<file path="src/rtl/aes_bridge_pkg.sv">
// Shared constants and encodings for the AES word bridge.
package aes_bridge_pkg;

  localparam int WORD_W  = 16;
  localparam int BLOCK_W = 128;
  localparam int WORDS   = BLOCK_W / WORD_W;

  // Bridge sequencing: gather words, request the core, wait for it, hand words back.
  typedef enum logic [1:0] {
    FILL  = 2'd0,
    REQ   = 2'd1,
    WAIT  = 2'd2,
    DRAIN = 2'd3
  } state_t;

  // Direction of the AES operation as presented to the core.
  typedef enum logic {
    ENC = 1'b0,
    DEC = 1'b1
  } mode_t;

endpackage

</file>
<file path="src/rtl/aes_word_bridge_if.sv">
// Signal bundle between the bridge, the pipeline execute stage and the AES core.
interface aes_word_bridge_if;
  import aes_bridge_pkg::*;

  // Pipeline side
  logic               wr_en_i;
  logic [WORD_W-1:0]  wr_data_i;
  logic               mode_i;
  logic               rd_en_i;
  logic [WORD_W-1:0]  rd_data_o;
  logic               rd_valid_o;
  logic               stall_o;

  // AES core side
  logic               aes_valid_o;
  logic               aes_ready_i;
  logic [BLOCK_W-1:0] aes_data_o;
  logic               aes_decrypt_o;
  logic               aes_done_i;
  logic [BLOCK_W-1:0] aes_data_i;

  // The bridge itself
  modport slave (
    input  wr_en_i, wr_data_i, mode_i, rd_en_i,
    input  aes_ready_i, aes_done_i, aes_data_i,
    output rd_data_o, rd_valid_o, stall_o,
    output aes_valid_o, aes_data_o, aes_decrypt_o
  );

  // Whoever drives the bridge: pipeline plus core
  modport master (
    output wr_en_i, wr_data_i, mode_i, rd_en_i,
    output aes_ready_i, aes_done_i, aes_data_i,
    input  rd_data_o, rd_valid_o, stall_o,
    input  aes_valid_o, aes_data_o, aes_decrypt_o
  );

endinterface

</file>
<file path="src/rtl/aes_word_bridge.sv">
// Narrow-to-wide adapter: packs eight pipeline words into one AES block,
// hands it to the core, then returns the core result one word at a time.
module aes_word_bridge (
  input  logic            clk_i,
  input  logic            reset_n,
  aes_word_bridge_if.slave bus
);
  import aes_bridge_pkg::*;

  localparam int               CNT_W     = $clog2(WORDS);
  localparam logic [CNT_W-1:0] LAST_SLOT = CNT_W'(WORDS - 1);

  state_t            state_reg;
  logic [CNT_W-1:0]  wr_cnt_reg;
  logic [CNT_W-1:0]  rd_cnt_reg;
  mode_t             mode_reg;
  logic              aes_valid_reg;
  logic              rd_valid_reg;
  logic [WORD_W-1:0] in_words_reg  [WORDS];
  logic [WORD_W-1:0] res_words_reg [WORDS];

  // A request is held off whenever it does not belong to the current phase.
  assign bus.stall_o = (bus.wr_en_i && (state_reg != FILL)) ||
                       (bus.rd_en_i && (state_reg != DRAIN));

  assign bus.aes_valid_o   = aes_valid_reg;
  assign bus.rd_valid_o    = rd_valid_reg;
  assign bus.aes_decrypt_o = (mode_reg == DEC);
  assign bus.rd_data_o     = res_words_reg[rd_cnt_reg];

  // Slot 0 lands in the most significant word of the block.
  generate
    for (genvar gi = 0; gi < WORDS; gi++) begin : g_pack
      assign bus.aes_data_o[BLOCK_W-1-gi*WORD_W -: WORD_W] = in_words_reg[gi];
    end
  endgenerate

  // Sequencer: counters, block/result capture and the registered handshake flags.
  always_ff @(posedge clk_i) begin
    if (!reset_n) begin
      state_reg     <= FILL;
      wr_cnt_reg    <= '0;
      rd_cnt_reg    <= '0;
      mode_reg      <= ENC;
      aes_valid_reg <= 1'b0;
      rd_valid_reg  <= 1'b0;
      for (int i = 0; i < WORDS; i++) begin
        in_words_reg[i]  <= '0;
        res_words_reg[i] <= '0;
      end
    end else begin
      case (state_reg)
        FILL: begin
          if (bus.wr_en_i) begin
            in_words_reg[wr_cnt_reg] <= bus.wr_data_i;
            if (wr_cnt_reg == LAST_SLOT) begin
              wr_cnt_reg    <= '0;
              mode_reg      <= mode_t'(bus.mode_i);
              aes_valid_reg <= 1'b1;
              state_reg     <= REQ;
            end else begin
              wr_cnt_reg <= wr_cnt_reg + 1'b1;
            end
          end
        end
        REQ: begin
          // Block and mode stay frozen here because writes stall outside FILL.
          if (bus.aes_ready_i) begin
            aes_valid_reg <= 1'b0;
            state_reg     <= WAIT;
          end
        end
        WAIT: begin
          if (bus.aes_done_i) begin
            for (int i = 0; i < WORDS; i++) begin
              res_words_reg[i] <= bus.aes_data_i[BLOCK_W-1-i*WORD_W -: WORD_W];
            end
            rd_valid_reg <= 1'b1;
            state_reg    <= DRAIN;
          end
        end
        DRAIN: begin
          if (bus.rd_en_i) begin
            if (rd_cnt_reg == LAST_SLOT) begin
              rd_cnt_reg   <= '0;
              rd_valid_reg <= 1'b0;
              state_reg    <= FILL;
            end else begin
              rd_cnt_reg <= rd_cnt_reg + 1'b1;
            end
          end
        end
        default: state_reg <= FILL;
      endcase
    end
  end

endmodule

</file>
<file path="src/flat_wrapper.sv">
// flat-port wrapper written by rule: the top's interface ports become plain ports
module aes_word_bridge_flat import aes_bridge_pkg::*;
  (clk_i, reset_n, bus_wr_en_i, bus_wr_data_i, bus_mode_i, bus_rd_en_i, bus_aes_ready_i, bus_aes_done_i, bus_aes_data_i, bus_rd_data_o, bus_rd_valid_o, bus_stall_o, bus_aes_valid_o, bus_aes_data_o, bus_aes_decrypt_o);
  aes_word_bridge_if bus_i ();
  input  logic clk_i;
  input  logic reset_n;
  input wire logic [$bits(bus_i.wr_en_i)-1:0] bus_wr_en_i;
  input wire logic [$bits(bus_i.wr_data_i)-1:0] bus_wr_data_i;
  input wire logic [$bits(bus_i.mode_i)-1:0] bus_mode_i;
  input wire logic [$bits(bus_i.rd_en_i)-1:0] bus_rd_en_i;
  input wire logic [$bits(bus_i.aes_ready_i)-1:0] bus_aes_ready_i;
  input wire logic [$bits(bus_i.aes_done_i)-1:0] bus_aes_done_i;
  input wire logic [$bits(bus_i.aes_data_i)-1:0] bus_aes_data_i;
  output wire logic [$bits(bus_i.rd_data_o)-1:0] bus_rd_data_o;
  output wire logic [$bits(bus_i.rd_valid_o)-1:0] bus_rd_valid_o;
  output wire logic [$bits(bus_i.stall_o)-1:0] bus_stall_o;
  output wire logic [$bits(bus_i.aes_valid_o)-1:0] bus_aes_valid_o;
  output wire logic [$bits(bus_i.aes_data_o)-1:0] bus_aes_data_o;
  output wire logic [$bits(bus_i.aes_decrypt_o)-1:0] bus_aes_decrypt_o;
  assign bus_i.wr_en_i = bus_wr_en_i;
  assign bus_i.wr_data_i = bus_wr_data_i;
  assign bus_i.mode_i = bus_mode_i;
  assign bus_i.rd_en_i = bus_rd_en_i;
  assign bus_i.aes_ready_i = bus_aes_ready_i;
  assign bus_i.aes_done_i = bus_aes_done_i;
  assign bus_i.aes_data_i = bus_aes_data_i;
  assign bus_rd_data_o = bus_i.rd_data_o;
  assign bus_rd_valid_o = bus_i.rd_valid_o;
  assign bus_stall_o = bus_i.stall_o;
  assign bus_aes_valid_o = bus_i.aes_valid_o;
  assign bus_aes_data_o = bus_i.aes_data_o;
  assign bus_aes_decrypt_o = bus_i.aes_decrypt_o;
  aes_word_bridge u_core (.clk_i(clk_i), .reset_n(reset_n), .bus(bus_i));
endmodule
</file>
<file path="config.mk">
export PLATFORM = sky130hd
export DESIGN_NAME = aes_word_bridge_flat
export DESIGN_NICKNAME = d
export VERILOG_FILES = /design/src/rtl/aes_bridge_pkg.sv /design/src/rtl/aes_word_bridge_if.sv /design/src/rtl/aes_word_bridge.sv /design/src/flat_wrapper.sv
export SDC_FILE = /design/constraint.sdc
export NUM_CORES = 1
export LEC_CHECK = 0
export ABC_AREA = 1
export CAP_MARGIN = 10
export CORE_ASPECT_RATIO = 0.8
export CORE_MARGIN = 2
export CORE_UTILIZATION = 49
export CTS_CLUSTER_SIZE = 10
export DETAILED_ROUTE_END_ITERATION = 10
export PLACE_DENSITY = 0.8
export SLEW_MARGIN = 10
export SYNTH_ARGS = -nofsm -noshare
export SYNTH_HDL_FRONTEND = slang
export SYNTH_SLANG_ARGS = --single-unit
</file>
<file path="constraint.sdc">
create_clock -name clk_i -period 4.8 [get_ports clk_i]
set_clock_uncertainty 0.05 [all_clocks]
set_input_delay 0.48 -clock clk_i [delete_from_list [all_inputs] [get_ports clk_i]]
set_output_delay 0.48 -clock clk_i [all_outputs]
set_load 0.05 [all_outputs]
</file>
; ---- Word-level counts from Yosys, hierarchy flattened
; Memory sizes are Yosys's and may differ from the RTL's. A register that Yosys moved wholly into a read port is not among the register bits.
; Cells that the tools add are included.
[word_totals]
ff_bits = 11
word_cells = 83
mem_count = 2
ram_bits = 256
[mem_list]
columns = memory, words, width, rd, rd_clocked_by_memory_dff, write_ports, line
row1 = u_core.in_words_reg, 8, 16, 8, 0, 8, aes_word_bridge.sv:19  ; logic [WORD_W-1:0] in_words_reg [WORDS];
row2 = u_core.res_words_reg, 8, 16, 1, 1, 8, aes_word_bridge.sv:20  ; logic [WORD_W-1:0] res_words_reg [WORDS];
[op_classes]
n_mux = 39
n_reduce_logical = 14
n_bitwise = 8
n_eq_ne = 12
addsub = 2
[ops]
columns = op, n
row1 = $mux 16, 9
row2 = $mux 1, 16
row3 = $reduce_or 16->1, 1
row4 = $mux 3, 5
row5 = $mux 2, 6
row6 = $ne 2x2->1 const B, 5
row7 = $or 1x1->1, 8
row8 = $pmux 2 s4, 1
row9 = $reduce_and 4->1, 2
row10 = $add 3x1->3 const B, 2
row11 = $eq 3x3->1 const B, 2
row12 = $reduce_and 6->1, 1
row13 = $reduce_bool 2->1, 3
row14 = $eq 2x2->1 const B, 2
row15 = $ne 2x1->1 const B, 2
row16 = $pmux 1 s2, 2
row17 = $reduce_and 2->1, 2
row18 = $reduce_and 3->1, 1
row19 = $eq 2x1->1 const B, 1
row20 = $logic_and 1x1->1, 2
row21 = $logic_not 2->1, 1
row22 = $logic_or 1x1->1, 1

; ---- Depth between registers and ports, before layout
; Gate-level depths: netlist of the first run.
[depth]
ltp_word = 6
ltp_mapped = 9

; ---- Worst setup path before layout of the first run
; Ideal clock, no wire load.
[synth_timing]
kind = in2reg
start = input port reset_n
end = memory u_core.res_words_reg[0][0] (enable)
n_path_buf = 2
path_slack_ps = 590
arrival_ps = 3051
t_required_ps = 3642
cell_stages = 3
cell_sequence = buf_2 -> clkbuf_1 -> nand2_1
[synth_lines]
columns = item, line
row1 = start: declaration, flat_wrapper.sv:6  ; input logic reset_n;
row2 = end: declaration, aes_word_bridge.sv:20

==> impl_metrics.csv, run 1 <==
group,metric,value,unit
status,status,"complete, no violations",
floorplan,coreArea,22700,µm²
synthesis,postSynthCellCount,1077,
clocking,clock_latency,550,ps
timing,post-route-period-util,77.2,%
critical_path,crit_family,"buffers and inverters",
timing,worstMarginPinSlew,1050,ps
synthesis,yosysWarnings,0,
place,dp_slack,1750,ps
drt,drc_errors,0,
timing,rsz0062_at_grt,"false",
power,ir_drop,0.000399,V
synthesis,synth_seq_cells,270,
critical_path,cp_cell_sequence,"buf_4 > inv_1 > nor2_1 > o21ai_0 > nand2_1 > nand2_1 > nand2_1 > clkdlybuf4s50_1",
timing,report.final.slew_viol_count,0,
place,dp_cells,1642,
clocking,htree_levels,1,
timing,fmax,270,MHz
critical_path,critPathSlowestCell,"clkdlybuf4s50_1",
critical_path,start_kind,"flip-flop",
clocking,cts_root_buffer,"clkbuf_16",
drt,vias,8715,
worst_hold_path,hold_path_depth,2,
clocking,tritoncts,"built",
cells_and_area,syn_to_final_growth,35.6,%
floorplan,die_height,141,µm
power,p_leak,6.73,nW
power,power,6.63,mW
grt,grt_overflow,0,
synthesis,netlist_area,11400,µm²
synthesis,yosysSeqAreaShare,69.8,%
timing,setup_viol,0,
run,drv_cap,0,
cells_and_area,final_util,68.3,%
critical_path,critPathMostFrequentCell,"nand2_1",
clocking,cts.sinks,270,
timing,finalSetupTns,0,ps
worst_hold_path,hold_path_class,"reg2reg",
critical_path,crit_arrival,3170,ps
grt,grt_pass1_wl,49.1,mm
drt,wl_per_cell,19.4,µm
cells_and_area,design_area,15500,µm²
floorplan,start_util,50.3,%
grt,antenna_found_initial,0,
floorplan,die_w,175,µm
cells_and_area,layout_commonest_cell,"nor2_1",
place,dp_hpwl,23.2,mm
grt,grt_pass1_vias,8536,
synthesis,avgSynthCellArea,10.6,µm²
grt,grt.total_usage,26.3,%
clocking,cts_buffers,31,
critical_path,r2r_cells,8,
power,powerDensity,428,nW/µm²
clocking,post_cts_resized,0,
timing,final_hold_viol_count,0,
critical_path,critPathMaxFanout,49,
drt,ant_nets,0,
critical_path,worstSetupPathDepth,8,
critical_path,criticalPathCategory,"reg2out",
drt,drt_wl_total,33.0,mm
clocking,cts_hold_buffers,0,
drt,avgViaCountPerCell,5.12,
place,portBuffers,298,
timing,period_minus_slack,3700,ps
critical_path,crit_buf_inv,3,
synthesis,synth_nets,1237,
synthesis,netlist-cell-type-count,24,
floorplan,rows,49,
critical_path,critPathMaxStageDelay,810,ps
floorplan,io_pins,299,
clocking,path_clk_slew,60,ps
timing,fin_ws,1100,ps
cells_and_area,drive_gt1_share,4.81,%
clocking,clk_path_buf_depth,3,
place,placed_area,14600,µm²
cells_and_area,fillCellCount,1670,
critical_path,crit_required,4270,ps
floorplan,dieArea,24500,µm²
drt,drt-initial-drc-count,884,
timing,whs,444,ps
timing,slew_headroom,30.3,%
cells_and_area,final_cell_mix,"344 x nor2_1, 297 x clkdlybuf4s50_1, 256 x edfxtp_1",
grt,grt_max_degree,97,
place,gp_congestion,0.962,
clocking,postCtsSetupBuffers,0,
cells_and_area,layout.nets,1529,
critical_path,end_kind,"primary output",
cells_and_area,fin_cells,1701,
drt,firstDrtPassIters,5,
==> kinds of logic after synthesis <==
group / share of synthesized area (%)
simple gates: 17.3
buf+inv: 7.64
fa+ha+maj: 0.986
flops: 69.8
compound gates: 4.26
==> cell usage after synthesis (all sizes together) <==
| library cell | n | area, µm² |
|---|---|---|
| a211oi | 2 | 15.0 |
| a21oi | 6 | 30.0 |
| a31oi | 1 | 6.26 |
| buf | 26 | 179 |
| clkbuf | 20 | 76.3 |
| clkinv | 1 | 5.00 |
| dfxtp | 14 | 280 |
| edfxtp | 256 | 7690 |
| ha | 9 | 113 |
| inv | 163 | 612 |
| nand2 | 131 | 562 |
| nand3 | 5 | 25.0 |
| nor2 | 355 | 1390 |
| nor3 | 1 | 5.00 |
| o21ai | 87 | 435 |
==> worst register-to-register path, stage by stage (launching register included) <==
cell      delay, ps
dfxtp_1         330
inv_1           120
ha_1            220
nand2_2         130
clkinv_2        110
nand2_4          90
nor2_8          200
nand2_4         180
nand2_1         640
==> worst paths after layout <==
kind,slack [ps],end,from
worst max-delay path,1100,bus_rd_data_o[10],flip-flop
worst min-delay path,440,u_core.bus.rd_valid_o,u_core.bus.rd_valid_o
worst max register to register,2360,u_core.in_words_reg[1][14],u_core.state_reg[0]
worst min register to register,440,u_core.bus.rd_valid_o,u_core.bus.rd_valid_o
==> per-layer routing <==
layer,part of all wire (%),global-route usage (%)
met5,0,0
met3,9.2,5.54
met2,45,39.8
met1,41,36.9
met4,4.7,11.6
==> where the power goes <==
group	internal, mW	switching [mW]	total [mW]
clock network	1.21	0.902	2.11
logic	0.458	1.03	1.49
registers	2.92	0.114	3.03
==> layout make-up <==
type	count	area, µm²	area share [%]
antenna	1	2.50	0.0162
clock buffer	56	870	5.61
clock inverter	2	17.5	0.113
inverter	164	617	3.98
multi-input combinational	597	2600	16.8
sequential	270	7970	51.5
tap	306	383	2.47
timing repair buffer	305	3030	19.6
Note: power is estimated with default switching activity, not from simulation.
==> inputs of run 2 (changes only) <==
==> constraint.sdc (replaced) <==
create_clock -name clk_i -period 3.45 [get_ports clk_i]
set_clock_uncertainty 0.05 [all_clocks]
set_input_delay 0.345 -clock clk_i [delete_from_list [all_inputs] [get_ports clk_i]]
set_output_delay 0.345 -clock clk_i [all_outputs]
set_load 0.05 [all_outputs]
==> impl_metrics.csv, run 2 (synthesis results as in run 1) <==
group,metric,value,unit
status,status,"complete, no violations",
drt,avgViaCountPerCell,5.11,
grt,grt.total_usage,26.4,%
timing,slew_headroom,48.8,%
cells_and_area,layout.nets,1532,
critical_path,r2r_slack,1030,ps
timing,worstMarginPinSlew,766,ps
timing,fmax,304,MHz
power,p_int,6.34,mW
clocking,clock_latency,560,ps
timing,post-route-period-util,95.2,%
drt,drt-initial-drc-count,922,
power,combPwrFrac,22.5,%
clocking,cts_root_buffer,"clkbuf_16",
power,p_sw,2.83,mW
place,dp_cells,1645,
floorplan,io_pins,299,
place,portBuffers,298,
critical_path,critPathMaxFanout,22,
cells_and_area,final_cell_mix,"344 x nor2_1, 290 x clkdlybuf4s50_1, 256 x edfxtp_1",
floorplan,die_height,141,µm
power,p_leak,6.76,nW
clocking,path_clk_slew,60,ps
worst_hold_path,hold_path_class,"in2reg",
critical_path,crit_required,3050,ps
power,seqPwrFrac,46.0,%
grt,antenna_found_initial,3,
run,drv_cap,0,
cells_and_area,fin_cells,1697,
cells_and_area,syn_to_final_growth,35.9,%
cells_and_area,multi_input_area,2600,µm²
cells_and_area,seq_area,7970,µm²
timing,finalSetupTns,0,ps
timing,report.final.slew_viol_count,0,
cells_and_area,layout_commonest_cell,"nor2_1",
power,ir_drop,0.000414,V
drt,drt_wl_total,32.7,mm
timing,period_minus_slack,3280,ps
clocking,htree_levels,1,
critical_path,criticalPathCategory,"reg2out",
clocking,clk_path_buf_depth,3,
power,swShare,30.8,%
drt,drc_errors,0,
timing,setup_viol,0,
drt,vias,8679,
floorplan,dieArea,24500,µm²
floorplan,rows,49,
critical_path,crit_arrival,2890,ps
grt,grt_overflow,0,
clocking,postCtsSetupBuffers,0,
drt,wl_per_cell,19.3,µm
timing,whs,138,ps
clocking,cts_buffers,31,
cells_and_area,drive_gt1_share,5.69,%
cells_and_area,fillCellCount,1613,
timing,rsz0062_at_grt,"false",
drt,firstDrtPassIters,6,
grt,grt_pass1_vias,8535,
power,p_clk_share,31.6,%
clocking,cts.sinks,270,
clocking,post_cts_resized,0,
place,gp_congestion,0.879,
floorplan,coreArea,22700,µm²
critical_path,start_kind,"flip-flop",
grt,grt_max_degree,65,
clocking,tritoncts,"built",
power,powerDensity,591,nW/µm²
timing,final_hold_viol_count,0,
critical_path,end_kind,"primary output",
place,dp_hpwl,23.2,mm
floorplan,start_util,50.3,%
grt,grt_pass1_wl,49.3,mm
floorplan,die_w,175,µm
drt,ant_nets,0,
clocking,cts_hold_buffers,0,
[run 2: final timing paths]
check                                            start                          to  cells past startpoint
worst max register to register     u_core.state_reg[0]  u_core.in_words_reg[2][14]                      8
worst min register to register  u_core.bus.aes_valid_o      u_core.bus.aes_valid_o                      2
worst max-delay path                         flip-flop           bus_rd_data_o[14]                      8
worst min-delay path                           reset_n      u_core.bus.aes_valid_o                      3
[run 2: worst max-delay path, cell delays in order, from the launching register on]
cell             delay, ps
dfxtp_2                630
buf_4                  350
nor2_1                  80
nor2_1                  90
o21ai_0                100
o21ai_0                100
nand2_1                 80
nand2_1                100
clkdlybuf4s50_1        810
[run 2: through the flow]
stage                     instance area [µm²]  total power [mW]  worst slack, ps  util [%]
after floorplan                         11400              5.53              664         -
after detailed placement                14600              6.32              773      64.5
after global routing                    15500              9.47             1.77      68.4
after CTS                               15500              9.17              169      68.4
final                                   15500              9.17              166      68.4
after global placement                  14600              6.28              810      64.5
[run 2: layout make-up]
type | instances | area share (%)
diodes | 3 | 0.0484
clock buffers | 45 | 5.34
clock inverters | 4 | 0.234
inverters | 164 | 3.98
multi-input cells | 597 | 16.8
flip-flops and latches | 270 | 51.4
well taps | 306 | 2.47
repair buffers | 308 | 19.8
[run 2: power groups by stage]
stage                     clock network (mW)  logic [mW]  registers [mW]
final                                   2.89        2.06            4.22
after global routing                    3.04        2.19            4.24
after CTS                               2.90        2.06            4.21
after detailed placement                   0        2.05            4.27
after global placement                     0        2.02            4.26
after floorplan                            0       0.800            4.73
[run 2: metal layers]
metal / up-vias / wire, µm / GRT usage [%]
li1: 4013 / - / -
met1: 4144 / 13000 / 35.5
met2: 455 / 15100 / 41.4
met3: 67 / 3360 / 7.36
met4: 0 / 1260 / 9.34
met5: - / 0 / 0
==> inputs of run 3 (changes only) <==
--- a/config.mk
+++ b/config.mk
@@ -12,6 +12,7 @@
 export CORE_UTILIZATION = 49
 export CTS_CLUSTER_SIZE = 10
 export DETAILED_ROUTE_END_ITERATION = 10
+export GPL_TIMING_DRIVEN = 0
 export PLACE_DENSITY = 0.8
 export SLEW_MARGIN = 10
 export SYNTH_ARGS = -nofsm -noshare
==> impl_metrics.csv, run 3 (synthesis results as in run 1) <==
group,metric,value,unit
cells_and_area,layout_commonest_cell,"nor2_1",
drt,drt-initial-drc-count,891,
cells_and_area,design_area,15600,µm²
worst_hold_path,hold_path_depth,4,
grt,grt_pass1_wl,50.5,mm
cells_and_area,multi_input_area,2590,µm²
timing,rsz0062_at_grt,"false",
floorplan,io_pins,299,
power,ir_drop,0.000468,V
grt,grt_overflow,0,
place,dp_hpwl,24.3,mm
grt,use_met2,44.0,%
floorplan,die_w,175,µm
critical_path,criticalPathCategory,"reg2out",
worst_hold_path,hold_path_class,"in2reg",
critical_path,critPathMaxFanout,10,
cells_and_area,drive_gt1_share,5.77,%
place,dp_slack,693,ps
grt,grt.total_usage,27.2,%
grt,antenna_found_initial,1,
cells_and_area,fillCellCount,1634,
critical_path,crit_required,3050,ps
timing,finalSetupTns,0,ps
drt,drt_wl_total,33.7,mm
place,gp_congestion,0.898,
cells_and_area,syn_to_final_growth,37.0,%
critical_path,end_kind,"primary output",
drt,wl_per_cell,19.5,µm
grt,grt_pass1_vias,8826,
timing,worstMarginPinSlew,815,ps
timing,fmax,297,MHz
floorplan,die_height,141,µm
timing,slew_headroom,45.7,%
clocking,cts.sinks,270,
clocking,htree_levels,1,
critical_path,crit_arrival,2970,ps
grt,use_met3,7.27,%
drt,vias,8832,
critical_path,r2r_cells,9,
timing,fin_ws,82.1,ps
power,p_leak,6.84,nW
clocking,cts_buffers,30,
floorplan,rows,49,
clocking,cts_root_buffer,"clkbuf_16",
run,drv_cap,0,
clocking,clock_latency,550,ps
grt,grt_use_met1,35.7,%
grt,grt.busiest_layer,"met2",
clocking,postCtsSetupBuffers,0,
clocking,clk_path_buf_depth,3,
floorplan,start_util,50.3,%
drt,firstDrtPassIters,5,
timing,post-route-period-util,97.6,%
place,portBuffers,297,
power,powerDensity,583,nW/µm²
cells_and_area,seq_area,7970,µm²
clocking,path_clk_slew,60,ps
cells_and_area,final_cell_mix,"344 x nor2_1, 296 x clkdlybuf4s50_1, 256 x edfxtp_1",
place,placed_area,14800,µm²
timing,final_hold_viol_count,0,
critical_path,start_kind,"flip-flop",
floorplan,dieArea,24500,µm²
status,status,"complete, no violations",
drt,avgViaCountPerCell,5.11,
cells_and_area,layout.nets,1567,
drt,ant_nets,0,
grt,grt_max_degree,119,
timing,report.final.slew_viol_count,0,
timing,period_minus_slack,3370,ps
floorplan,coreArea,22700,µm²
clocking,tritoncts,"built",
timing,setup_viol,0,
drt,drc_errors,0,
[run 3: changes by cell type in the layout (fill, tap and decap cells not counted), sizes merged]
cell,before,now
buf,18,27
clkbuf,45,64
clkdlybuf4s50,290,296
clkinv,3,2
clkinvlp,1,0
diode,3,2
dlymetal6s2s,0,1
inv,164,163
[run 3: area by class of cell]
class | instances | share of cell area (%)
Buffer | 46 | 1.63
Tap cell | 306 | 2.45
Clock inverter | 1 | 0.104
Antenna cell | 2 | 0.0320
Sequential cell | 270 | 50.9
Timing Repair Buffer | 298 | 19.2
Clock buffer | 44 | 5.13
Multi-Input combinational cell | 597 | 16.6
Inverter | 164 | 3.94
[run 3: power breakdown]
part / switching (mW) / internal (mW) / total (mW)
Sequential: 0.130 / 4.05 / 4.18
Combinational: 1.46 / 0.663 / 2.12
Clock: 1.23 / 1.58 / 2.82
Total: 2.82 / 6.30 / 9.12
[run 3: worst paths after layout]
path                                    end  slack [ps]                   start
hold / removal          u_core.state_reg[1]         230                 reset_n
setup reg to reg  u_core.in_words_reg[2][8]         930     u_core.state_reg[0]
hold reg to reg      u_core.bus.aes_valid_o         430  u_core.bus.aes_valid_o
setup / recovery           bus_rd_data_o[5]          80               flip-flop
[run 3: critical path, cell delays in order (launching register included)]
cell	delay, ps
dfxtp_1	330
buf_2	270
buf_2	280
nor2_1	70
nor2_1	70
o21ai_0	240
nand2_1	170
nand2_1	60
nand2_1	130
clkdlybuf4s50_1	810
[run 3: stage by stage]
stage | hold slack [ps] | total power, mW | utilization (%) | cells
floorplan | 431 | 5.53 | - | 1077
global placement | 407 | 6.29 | 65.1 | 1680
detailed placement | 412 | 6.35 | 65.3 | 1681
finish | 233 | 9.12 | 69.0 | 1728
global route | 262 | 9.40 | 68.9 | 1726
CTS | 231 | 9.11 | 68.9 | 1726
[run 3: what timing repair did]
item | in CTS | in global routing
setup endpoints to repair | 0 | 1
hold endpoints to repair | 0 | 0
hold buffers | 0 | 0
resized for setup | 0 | 1
[run 3: metal layers]
| metal | vias to the layer above | part of all wire, % |
|---|---|---|
| met4 | 0 | 3.9 |
| met5 | - | 0 |
| met3 | 72 | 10 |
| met1 | 4233 | 39 |
| met2 | 443 | 47 |
| li1 | 4084 | - |
